===== src/rtl/matmul_ctrl.sv =====
// rtl/matmul_ctrl.sv - C = A x B sequencer driving A/B read ports and C write port
module matmul_ctrl #(
    parameter int dim      = 2,
    parameter int size     = 8,
    parameter int acc_size = 17
) (
    input  logic                clk,
    input  logic                rst,
    input  logic                start,
    output logic                busy,
    output logic                done,
    output logic                rd_a,
    output logic [5:0]          addr_a,
    input  logic [size-1:0]     data_a,
    output logic                rd_b,
    output logic [5:0]          addr_b,
    input  logic [size-1:0]     data_b,
    output logic                wr_c,
    output logic [5:0]          addr_c,
    output logic [acc_size-1:0] data_c
);

    localparam int            CW   = (dim > 1) ? $clog2(dim) : 1;
    localparam logic [CW-1:0] LAST = CW'(dim - 1);
    localparam logic [5:0]    DIM6 = 6'(dim);

    typedef enum logic [1:0] {IDLE, MAC, WRITE, DONE} state_t;

    state_t                state;
    logic [CW-1:0]         i, j, k;
    logic [acc_size-1:0]   acc;
    logic [2*size-1:0]     prod;

    // Full-width unsigned product, then fitted to the accumulator width
    assign prod = {{size{1'b0}}, data_a} * {{size{1'b0}}, data_b};

    always_ff @(posedge clk or negedge rst) begin
        if (!rst) begin
            state <= IDLE;
            i     <= '0;
            j     <= '0;
            k     <= '0;
            acc   <= '0;
        end else begin
            case (state)
                IDLE: begin
                    if (start) begin
                        state <= MAC;
                        i     <= '0;
                        j     <= '0;
                        k     <= '0;
                        acc   <= '0;
                    end
                end
                MAC: begin
                    acc <= acc + acc_size'(prod);
                    if (k == LAST) begin
                        k     <= '0;
                        state <= WRITE;
                    end else begin
                        k <= k + 1'b1;
                    end
                end
                WRITE: begin
                    acc <= '0;
                    if (i == LAST && j == LAST) begin
                        state <= DONE;
                    end else begin
                        state <= MAC;
                        if (j == LAST) begin
                            j <= '0;
                            i <= i + 1'b1;
                        end else begin
                            j <= j + 1'b1;
                        end
                    end
                end
                DONE:    state <= IDLE;
                default: state <= IDLE;
            endcase
        end
    end

    assign addr_a = DIM6 * 6'(i) + 6'(k);
    assign addr_b = DIM6 * 6'(k) + 6'(j);
    assign addr_c = DIM6 * 6'(i) + 6'(j);
    assign data_c = acc;
    assign rd_a   = (state == MAC);
    assign rd_b   = (state == MAC);
    assign wr_c   = (state == WRITE);
    assign busy   = (state != IDLE);
    assign done   = (state == DONE);

endmodule


===== config.mk =====
export PLATFORM = sky130hd
export DESIGN_NAME = matmul_ctrl
export DESIGN_NICKNAME = d
export VERILOG_FILES = /design/src/rtl/matmul_ctrl.sv
export SDC_FILE = /design/constraint.sdc
export NUM_CORES = 1
export LEC_CHECK = 0
export ABC_AREA = 0
export CAP_MARGIN = 20
export CORE_MARGIN = 2
export CORE_UTILIZATION = 40
export CTS_CLUSTER_DIAMETER = 40
export DETAILED_ROUTE_END_ITERATION = 6
export GPL_TIMING_DRIVEN = 0
export HOLD_SLACK_MARGIN = 0.05
export PLACE_DENSITY = 0.65
export SLEW_MARGIN = 10
export SYNTH_ARGS = -nofsm -noshare
export SYNTH_HDL_FRONTEND = slang
export SYNTH_SLANG_ARGS = --single-unit

===== constraint.sdc =====
create_clock -name clk -period 3.9 [get_ports clk]
set_clock_uncertainty 0.1 [all_clocks]
set_input_delay 0.78 -clock clk [delete_from_list [all_inputs] [get_ports clk]]
set_output_delay 0.78 -clock clk [all_outputs]
set_load 0.01 [all_outputs]

# Yosys cells after proc, flatten, opt, wreduce, memory -nomap -nowiden
# Index checks and enable logic that the tools add are counted.
[op_classes] add_sub_neg=7 multipliers=1 n_eq_ne=7 muxes=15 reduce_logical=11
[op_table] operator="$pmux 17 s3" count=1
[op_table] operator="$add 17x16->17" count=1
[op_table] operator="$mux 17" count=1
[op_table] operator="$mul 8x8->16" count=1
[op_table] operator="$add 2x1->3" count=3
[op_table] operator="$pmux 2 s4" count=1
[op_table] operator="$mux 1" count=6
[op_table] operator="$mux 2" count=3
[op_table] operator="$pmux 1 s2" count=3
[op_table] operator="$reduce_and 2->1" count=3
[op_table] operator="$reduce_bool 2->1" count=3
[op_table] operator="$eq 2x2->1 const B" count=2
[op_table] operator="$ne 2x1->1 const B" count=2
[op_table] operator="$ne 2x2->1 const B" count=2
[op_table] operator="$reduce_and 4->1" count=1
[op_table] operator="$add 1x1->1 const B" count=3
[op_table] operator="$reduce_and 3->1" count=1
[op_table] operator="$reduce_bool 3->1" count=1
[op_table] operator="$eq 2x1->1 const B" count=1
[op_table] operator="$logic_not 2->1" count=1
[op_table] operator="$logic_and 1x1->1" count=1
[word_totals] register_bits=22 input_bits=19 wordCells=46

# Longest topological paths before layout
[depth] ltp_word=4 ltp_mapped=18 ltp_nobuf=17

# Worst setup path before layout
# Ideal clock, no wire load.
[synth_timing] path_type="input to register" startpoint="input data_b[1]" endpoint="register acc[14], in the netlist data_c[14]" setup_time_ns=0.130 arrival_ns=4.674 slack_ns=-1.004 cell_stages=17 n_path_buf=1 path_cell_list="clkbuf_1 nand2_1 fa_1 inv_1 fa_1 inv_1 fa_1 fa_1 inv_1 ha_1 a21o_1 a21oi_1 a2111oi_2 or3_1 a21oi_1 xor2_1 o21ai_1"
[synth_between] elab_chain_len=3
[synth_rtl] element="from (decl)" line="17" source="input logic [size-1:0] data_b,"
[synth_rtl] element="$mul 8x8->16" line="35" source="assign prod = {{size{1'b0}}, data_a} * {{size{1'b0}}, data_b};"
[synth_rtl] element="$add 17x16->17" line="56" source="acc <= acc + acc_size'(prod);"
[synth_rtl] element="$pmux 17 s3" line="45" source="case (state)"
[synth_rtl] element="to (signal assigned)" line="56"
[synth_rtl] element="to (decl)" line="31" source="logic [acc_size-1:0] acc;"
# No other way between the ends.
# A chain may end at the register's enable or synchronous reset.

# Final worst setup path
[layout_timing] startpoint="input data_a[2]" endpoint="register acc[14], in the netlist data_c[14]"
[layout_between] elab_chain_len=3
[layout_rtl] element="from (decl)" line="14" source="input logic [size-1:0] data_a,"
[layout_rtl] element="$mul 8x8->16" line="35"
[layout_rtl] element="$add 17x16->17" line="56"
[layout_rtl] element="$pmux 17 s3" line="45"
# No other way between the ends.

==> impl_summary.md <==
Run status
The run finished, with violations left. The checks that failed: setup timing.

Yosys
The proportion of synthesized flip-flops having asynchronous set or reset is 1.000. The mean post-synth cell area is 8.749 µm². The register bit count reported by yosys is 22. The synthesized netlist occupies a cell area of 0.003587 mm². Of the post-synthesis cell area, the dominant cell type holds 0.2790. Among all flip-flop cells after synthesis, the most frequent one is sky130_fd_sc_hd__dfrtp_1.

The count of warnings emitted by yosys is 0. The register area share after synthesis is 0.1535. The synthesized instance count is 410. Yosys mapped the design onto 40 distinct sky130hd cell types. The number of flops mapped to enable cells by yosys is 0. After synthesis, the cell types taking the most area are sky130_fd_sc_hd__fa_1 (28%), sky130_fd_sc_hd__dfrtp_1 (15%), sky130_fd_sc_hd__ha_1 (13%). Of all cell types, the one taking the most synthesized area is sky130_fd_sc_hd__fa_1.

Final layout
In the final layout, the share of cells above drive strength 1 is 0.2012. At the end of the flow the core is filled with cells to 0.5373. The synthesis-to-finish area growth is 30.62%. The non-filler instance count after layout is 590.

The number of nets in the layout is 590. 0 antenna diodes ended up in the layout.

Floorplanning
The initialized floorplan defines 34 standard-cell rows. The number of top-level pins is 59. From left edge to right edge, the die measures 98.70 µm.

The die is 98.70 µm tall. In this run the standard cell core region covers 0.008721 mm². The effective utilization at floorplan is 0.4113.

The floorplan die area is 0.009742 mm².

Timing
Once routing completed, OpenROAD measured the worst setup slack at -0.6431 ns. The count of final hold-check violations came to 0. The final setup violation count is 10. The headroom to the max-slew limit is 0.6243. Based on the critical path, the design can be clocked at up to 220.1 MHz. Hold timing on the final database bottoms out at a slack of 0.4269 ns.

The final period demand of the worst path is 4.543 ns. The final critical-path share of the clock period is 1.165. The number of slew-limit violations in the final report is 0. At the pin with the least slew margin, the transition time is 0.5618 ns. Setup repair after global routing could not meet its margin everywhere.

Placed design
Timing analysis after detailed placement gives a worst setup slack of -1.615 ns. The HPWL after detailed placement is 6.529 mm. The total placed cells including tap cells is 573. The final estimated routing congestion in global placement is 0.8323. The number of I/O port buffers is 44.

CTS
After clock tree synthesis, the clock-pin slew on the worst setup and hold paths is 0.08 ns. The number of buffers created by CTS is 3. CTS built an H-tree with a depth of 1. The count of clock tree sinks is 22. The clock root buffer is sky130_fd_sc_hd__clkbuf_8. The clock latency reported for the late side of the worst-skew pair is 0.27 ns. The clock tree buffer depth is 2. TritonCTS built the clock tree.

Critical path
STA classifies the critical path startpoint as an input port. The critical path data arrival time is 4.58 ns. The sort of element at the end of the critical path is a flip-flop.

The worst setup path is of the input port to flip-flop kind. The required time of the critical path is 3.94 ns. The family with the most delay on the worst path is adder cells. Traced cell by cell, the critical path runs through buf_12 -> and2_4 -> fa_2 -> fa_1 -> inv_2 -> fa_1 -> fa_1 -> inv_2 -> ha_4 -> a21o_1 -> a21oi_4 -> a2111oi_4 -> or3_1 -> a21oi_2 -> xor2_1 -> o21ai_1. On the worst path, the slowest cell contributes a delay of 0.55 ns.

Along the worst path, the maximum fanout reaches 7. The count of buffering cells on the critical path with inverters included is 3. The most repeated library cell on the critical path is sky130_fd_sc_hd__fa_1. The largest individual stage delay along the critical path comes from the cell sky130_fd_sc_hd__fa_1.

Routing
The average wire length per cell after detail routing is 13.64 µm. For this block, the routed nets add up to 8.050 mm of wire. The routed layout has 2762 vias. The remaining antenna violation count is 0. After the first detailed-routing iteration, the DRC count stood at 39. The number of design rule violations left after detail routing is 0. The via-per-instance ratio is 4.681. Before antenna repair, the detailed router went through 4 iterations.

Global routing
The number of antenna violations at the first check in global routing is 0. The via count of the first global-routing pass came to 2934. The remaining global-route overflow is 0. The largest net degree at the start of global routing is 23. The first-pass GRT wire length is 14.36 mm. For this run, the total global-route usage over all layers was measured as 0.1781.

Hold path
The classification of the worst-slack hold path is flip-flop to flip-flop.

Job
The number of max-cap violations is 0.
synth_stat cells, types with 2 or more instances:
cell	instances
sky130_fd_sc_hd__a22o_1	7
sky130_fd_sc_hd__clkbuf_1	5
sky130_fd_sc_hd__inv_1	103
sky130_fd_sc_hd__dfrtp_1	22
sky130_fd_sc_hd__fa_1	50
sky130_fd_sc_hd__a21o_1	5
sky130_fd_sc_hd__xnor2_1	3
sky130_fd_sc_hd__xor2_1	8
sky130_fd_sc_hd__nand2_1	51
sky130_fd_sc_hd__o22ai_1	3
sky130_fd_sc_hd__o211ai_1	2
sky130_fd_sc_hd__o21ai_0	16
sky130_fd_sc_hd__ha_1	38
sky130_fd_sc_hd__nor2_1	6
sky130_fd_sc_hd__buf_4	19
sky130_fd_sc_hd__a21oi_1	12
sky130_fd_sc_hd__o21ai_1	2
sky130_fd_sc_hd__and2_1	36
what timing repair did:
| action | in CTS | in global routing |
|---|---|---|
| hold buffers | 0 | 0 |
| pin swaps | 44 | 18 |
| resized for setup | 112 | 9 |
| endpoints found under the hold margin | 0 | 0 |
| endpoints found under the setup margin | 13 | 11 |
| buffers inserted | 8 | 4 |
logic make-up after synthesis:
logic type | count (synthesis) | synth area share
flip-flops | 22 | 0.1535
adder cells (fa/ha/maj) | 88 | 0.4116
XOR/XNOR | 11 | 0.02686
other | 1 | 0.001045
AND/OR/NAND/NOR | 102 | 0.1399
buffers and inverters | 127 | 0.1528
AO/OA/AOI/OAI | 59 | 0.1144
metrics by stage:
step | instance area, µm² | setup TNS, ns
2_1_floorplan | 3817 | -4.408
3_3_place_gp | 4393 | -14.67
3_5_place_dp | 4393 | -15.11
4_1_cts | 4619 | -4.139
5_1_grt | 4686 | -5.459
6_report | 4686 | -4.143
worst min-delay path, cell delays in order (launching register included):
cell and delay, ns:
sky130_fd_sc_hd__dfrtp_1 0.38, sky130_fd_sc_hd__nand2_1 0.06, sky130_fd_sc_hd__o21ai_1 0.06
path summary, 6_finish.rpt:
path                                  from  slack [ns]  cells after the start         end
min in group asynchronous              rst        0.77                      1           i
worst min-delay path            data_c[14]        0.43                      2  data_c[14]
max in group asynchronous              rst        2.42                      2  data_c[15]
worst max-delay path             data_a[2]       -0.64                     16  data_c[14]
worst max register to register   data_c[6]       -0.48                     16  data_c[14]
worst min register to register  data_c[14]        0.43                      2  data_c[14]
placed cells by master, fill, tap and decap left out, types with 3 or more instances in the layout:
cell type / n
sky130_fd_sc_hd__clkbuf_8: 3
sky130_fd_sc_hd__nor2_1: 6
sky130_fd_sc_hd__clkdlybuf4s50_1: 30
sky130_fd_sc_hd__dfrtp_1: 22
sky130_fd_sc_hd__a21oi_4: 4
sky130_fd_sc_hd__a21oi_2: 3
sky130_fd_sc_hd__and2_1: 34
sky130_fd_sc_hd__a21o_1: 5
sky130_fd_sc_hd__conb_1: 12
sky130_fd_sc_hd__a22o_1: 7
sky130_fd_sc_hd__fa_2: 4
sky130_fd_sc_hd__buf_4: 30
sky130_fd_sc_hd__ha_1: 30
sky130_fd_sc_hd__nand2_2: 7
sky130_fd_sc_hd__a21oi_1: 6
sky130_fd_sc_hd__fa_1: 46
sky130_fd_sc_hd__buf_6: 13
sky130_fd_sc_hd__nand2_1: 43
sky130_fd_sc_hd__xor2_1: 8
sky130_fd_sc_hd__inv_1: 97
sky130_fd_sc_hd__ha_4: 7
sky130_fd_sc_hd__o21ai_1: 4
sky130_fd_sc_hd__clkbuf_1: 3
sky130_fd_sc_hd__o21ai_0: 14
sky130_fd_sc_hd__xnor2_1: 3
sky130_fd_sc_hd__inv_2: 6
metal layers:
metal | up-vias | wire length, µm | global-route usage
met5 | - | 0 | 0
li1 | 1369 | - | -
met2 | 34 | 3951 | 0.2972
met3 | 6 | 125 | 0.009929
met1 | 1353 | 3897 | 0.2610
met4 | 0 | 76 | 0.03056
area by class of cell:
| type | count | area, µm² |
|---|---|---|
| fillers | 795 | 4035 |
| multi-input cells | 272 | 2764 |
| repair buffers | 57 | 574.3 |
| flip-flops and latches | 22 | 550.5 |
| inverters | 103 | 386.6 |
| plain buffers | 24 | 203.9 |
| well taps | 108 | 135.1 |
| clock buffers | 3 | 41.29 |
| clock inverters | 1 | 30.03 |
sequential cells by signal (all words and copies together), names as in the netlist:
register / cells
i: 1
k: 1
state: 2
data_c: 17
j: 1
Power is left out: the tool's default activity adds up to more than one toggle a clock period on the data nets, which glitch-free logic cannot reach.
